===== config.mk =====
export PLATFORM = sky130hd
export DESIGN_NAME = mips_hazard_ctrl
export DESIGN_NICKNAME = d
export VERILOG_FILES = /design/src/rtl/mips_hazard_ctrl.sv
export SDC_FILE = /design/constraint.sdc
export NUM_CORES = 1
export LEC_CHECK = 0
export BUFFER_PORTS_ARGS = -buffer_cell sky130_fd_sc_hd__buf_4
export CORE_ASPECT_RATIO = 1.5
export CORE_MARGIN = 1.5
export CORE_UTILIZATION = 35
export CTS_CLUSTER_DIAMETER = 150
export DETAILED_ROUTE_END_ITERATION = 6
export PLACE_DENSITY = 0.52
export SETUP_SLACK_MARGIN = 0.2
export SLEW_MARGIN = 25
export SYNTH_ARGS = -nofsm -noshare
export SYNTH_HDL_FRONTEND = slang
export SYNTH_SLANG_ARGS = --single-unit
export TNS_END_PERCENT = 5

===== constraint.sdc =====
create_clock -name clk -period 3.2 [get_ports clk]
set_clock_uncertainty 0.05 [all_clocks]
set_input_delay 0.64 -clock clk [delete_from_list [all_inputs] [get_ports clk]]
set_output_delay 0.64 -clock clk [all_outputs]
set_load 0.03 [all_outputs]

===== src/rtl/mips_hazard_ctrl.sv =====
// Hazard controller for a 5-stage MIPS pipeline.
// A small destination scoreboard tracks register writes in flight in the
// execute, memory and write-back stages. Decode reads that hit the scoreboard
// stall fetch and inject a bubble. Taken branches and jumps flush the wrong-path
// instruction in decode.
//
// Qualification rule: decode inputs (d_rs, d_rt, d_use_*, d_wr*, d_jump) are
// only meaningful while d_valid=1. Nothing is issued, stalled or redirected
// because of them when d_valid=0. There is no back-pressure input: an
// instruction issues in the same cycle it is presented without a hazard.
module mips_hazard_ctrl (
  input  logic        clk,
  input  logic        rst,
  input  logic        d_valid,
  input  logic [4:0]  d_rs,
  input  logic [4:0]  d_rt,
  input  logic        d_use_rs,
  input  logic        d_use_rt,
  input  logic        d_wr,
  input  logic [4:0]  d_wr_addr,
  input  logic        d_jump,
  input  logic        br_taken,
  input  logic        clr_cnt,
  output logic        stall_f,
  output logic        bubble_e,
  output logic        flush_d,
  output logic [1:0]  state,
  output logic [15:0] stall_cnt,
  output logic [15:0] flush_cnt
);

  typedef enum logic [1:0] {
    ST_RUN   = 2'd0,
    ST_STALL = 2'd1,
    ST_FLUSH = 2'd2
  } state_t;

  state_t     state_q;
  state_t     state_d;

  // Entry 0 = execute, 1 = memory, 2 = write-back.
  logic [2:0] sb_valid;
  logic [4:0] sb_addr [3];

  logic       rs_hit;
  logic       rt_hit;
  logic       raw;
  logic       issue;

  // Compare both decode sources against every live scoreboard entry.
  // The write-back entry is included because the register bank only updates
  // at the end of that cycle.
  always_comb begin
    rs_hit = (sb_valid[0] && (sb_addr[0] == d_rs)) ||
             (sb_valid[1] && (sb_addr[1] == d_rs)) ||
             (sb_valid[2] && (sb_addr[2] == d_rs));
    rt_hit = (sb_valid[0] && (sb_addr[0] == d_rt)) ||
             (sb_valid[1] && (sb_addr[1] == d_rt)) ||
             (sb_valid[2] && (sb_addr[2] == d_rt));
    raw    = d_valid &&
             ((d_use_rs && (d_rs != 5'd0) && rs_hit) ||
              (d_use_rt && (d_rt != 5'd0) && rt_hit));
  end

  // Control outputs and next state, priority: branch > pending flush > raw > jump.
  // A jump that also has a raw hazard (jr on a pending rs) stalls first.
  always_comb begin
    stall_f  = 1'b0;
    bubble_e = 1'b0;
    flush_d  = 1'b0;
    state_d  = ST_RUN;
    if (rst) begin
      state_d = ST_RUN;
    end else if (br_taken) begin
      flush_d  = 1'b1;
      bubble_e = 1'b1;
      state_d  = ST_FLUSH;
    end else if (state_q == ST_FLUSH) begin
      flush_d  = 1'b1;
      bubble_e = 1'b1;
      state_d  = ST_RUN;
    end else if (raw) begin
      stall_f  = 1'b1;
      bubble_e = 1'b1;
      state_d  = ST_STALL;
    end else if (d_valid && d_jump) begin
      state_d = ST_FLUSH;
    end
  end

  assign issue = d_valid && !raw && !flush_d;
  assign state = state_q;

  // Scoreboard shift, FSM state and saturating event counters.
  always_ff @(posedge clk) begin
    if (rst) begin
      sb_valid  <= 3'b000;
      sb_addr[0] <= 5'd0;
      sb_addr[1] <= 5'd0;
      sb_addr[2] <= 5'd0;
      state_q   <= ST_RUN;
      stall_cnt <= 16'd0;
      flush_cnt <= 16'd0;
    end else begin
      sb_valid[2] <= sb_valid[1];
      sb_addr[2]  <= sb_addr[1];
      sb_valid[1] <= sb_valid[0];
      sb_addr[1]  <= sb_addr[0];
      // Writes to r0 are never tracked so r0 can never raise a hazard.
      sb_valid[0] <= issue && d_wr && (d_wr_addr != 5'd0);
      sb_addr[0]  <= issue ? d_wr_addr : 5'd0;
      state_q     <= state_d;
      if (clr_cnt) begin
        stall_cnt <= 16'd0;
        flush_cnt <= 16'd0;
      end else begin
        if (stall_f && (stall_cnt != 16'hFFFF)) begin
          stall_cnt <= stall_cnt + 16'd1;
        end
        if (flush_d && (flush_cnt != 16'hFFFF)) begin
          flush_cnt <= flush_cnt + 16'd1;
        end
      end
    end
  end

endmodule


==> results.md <==
* #FFs+latches synth at between 50 and 60
* Synth Instances at around 290
* IO Count at 61
* Reg clk slew, reported paths at 90 ps
* Final worst path period share at 0.891
* Worst vdd ir at 0.181 mV
* Antenna viol nets, final at 0
* Crit path kind: in2out
* Sequential fraction of the synthesis area at 0.410
* Leak at 1.38 nW
* Post-Syn Area at roughly 2500 µm²
* HPWL Detailed at approximately 4.6 mm
* Net switching power at 0.280 mW
* Initial DRC Count at 69
* Setup WS pre-CTS at 287 ps
* Slew Limit Fails at 0
* Worst setup path start: d_rt[3]
* GPL Wtd Cong at 0.864
* Site Rows at 37
* Layout cell share with drive strength beyond 1 at 0.243
* Post-route DRC at 0
* # diodes at 0
* Pwr dens at 380 nW/µm²
* Postcts setup bufs at 0
* Die H at 107 µm
* PortBufs at 60
* Mapped Avg Cell Area at 8.91 µm²
* Vias at 2180
* Hold crit path type: reg2reg
* EDFF count, synth at 0
* Startpoint types: input pin
* NumNets Final at 371
* Switching Share at 0.232
* Yosys warns at 0
* Post-synth top area share at 0.410
* CTS Buf Count at 5
* Worst EP arrival at around 2200 ps
* DR WL/cell at 14.5 µm
* Hold Vio Cnt, Final at 0
* Initial antenna violation count at 0
* # hold bufs at CTS at 0
* Clock Path Buffers at 2
* First-pass GRT wire length at about 10 mm
* Net Count, Synth at 311
* Synth area leaders: dfxtp_1 41%, xor2_1 12%, nor2_1 5.3%
* Critical path peak fanout at 4
* Reg2reg setup slack at 790 ps
* Clock power frac at 0.374
* Drt total wl at 6.14 mm
* Fmax at 351 MHz
* TritonRoute pass-1 iters at 4
* Core box area at between 6000 and 7000 µm²
* Clk sink count at 52
* Reg2reg start: stall_cnt[0]
* CTS tree: built
* WP data required at 2510 ps
* Sequential share of power at 0.543
* Post-CTS sizing at 0
* Slew @ Worst Pin at between 800 and 900 ps
* Hold_sp: sb_valid[1]
* Area grow syn2layout at 25.2%
* Combinational share of power at 0.082
* Die ar. at 7780 µm²
* Die Width at 72.5 µm
* Cell taking the most area after synthesis: dfxtp_1
* Total Neg Setup Slack at 0 ps
* Clk Latency, worst-skew pair at approximately 300 ps
* Initial core utilization at 0.366
* Setup ws final at 349 ps
* Slew HR at 0.440
* Synth async-reset ratio at 0
* Largest net degree at the start of global routing at 28
* Status: finished, final reports clean
* Post-route minimum period at about 2900 ps
* CTS root buffer: clkbuf_8
* RSZ-0062 raised after global routing: false
* # Max-Cap Violations at 0
* Post-DR vias/cell at 5.14
* Grt total ovfl at 0
* Final Util at 0.458
* Total track usage at 0.167
* # setup viols final at 0
* Crit. End Element: output pin
* Synth cell types at 43
* Most used DFF post-synth: dfxtp_1
* P_int at between 0.9 and 1 mW
* Vias in the first global route at approximately 2.1k
* H-tree Lvls at 2
metal layers:
metal	vias up	track usage	share of wire
met1	1000	0.201	0.43
met5	-	0	0
met3	10	0.0393	0.046
li1	1115	-	-
met4	0	0.0620	0.017
met2	55	0.282	0.50
path summary, 6_finish.rpt:
path,end,depth (start not counted)
max reg2reg,stall_cnt[12],8
max,bubble_e,8
min,sb_valid[2],1
min reg2reg,sb_valid[2],1
kinds of logic after synthesis:
logic type,Yosys count,synth area share
and+or+nand+nor,135,0.282
DFF,52,0.410
xor gates and xnor gates,47,0.162
AOI/OAI and AO/OA,31,0.0912
buffers and inverters,12,0.0212
muxes,6,0.0237
adders and majority gates,2,0.00986
final cells by class:
type	count	area, µm²
fillers	728	3760
multi-input cells	221	1460
flip-flops and latches	52	1040
repair buffers	61	458
well taps	78	97.6
clock buffers	5	68.8
clock inverters	3	42.5
inverters	4	15.0
power groups by stage:
stage	registers [mW]	logic (mW)	clock network [mW]
floorplan	0.674	0.0478	0
global placement	0.672	0.0984	0
detailed placement	0.672	0.0984	0
CTS	0.657	0.0988	0.473
global route	0.658	0.109	0.505
finish	0.657	0.0995	0.452
synth_stat cells (all sizes together), types with 3 or more instances:
cell,n
a21oi,10
a31o,5
and3,15
buf,4
clkbuf,4
dfxtp,52
inv,4
mux2i,6
nand2,24
nand3,9
nand4,9
nor2,36
nor2b,12
nor3,4
nor4,9
o21ai,5
or3,7
or4,3
xnor2,13
xor2,34
through the flow:
stage	instances	hold slack, ps	total power [mW]	instance area, µm²
final	424	440	1.21	3180
after global routing	424	459	1.27	3180
after CTS	424	447	1.23	3170
after detailed placement	416	433	0.770	3060
after global placement	416	417	0.770	3060
after floorplan	285	394	0.721	2540
worst max-delay path: stages:
cell	delay (ps)
buf_4	130
xor2_1	140
nor4_1	330
and3_1	240
nor3_1	60
o22a_1	250
o21ai_1	180
buf_4	180
flip-flops by register name, summed over array words and instances (netlist names):
register,flops
stall_cnt,16
sb_addr,15
sb_valid,3
state,2
flush_cnt,16
cell usage in the layout (no fill, tap or decap), drive strengths merged, types with 9 or more instances in the layout:
master  count
dfxtp      52
and3       15
nand2      24
nand4       9
buf        61
xnor2      13
nand3       9
a21oi      10
nor4        9
nor2b      12
xor2       34
nor2       36
Note: power is estimated with default switching activity, not from simulation.
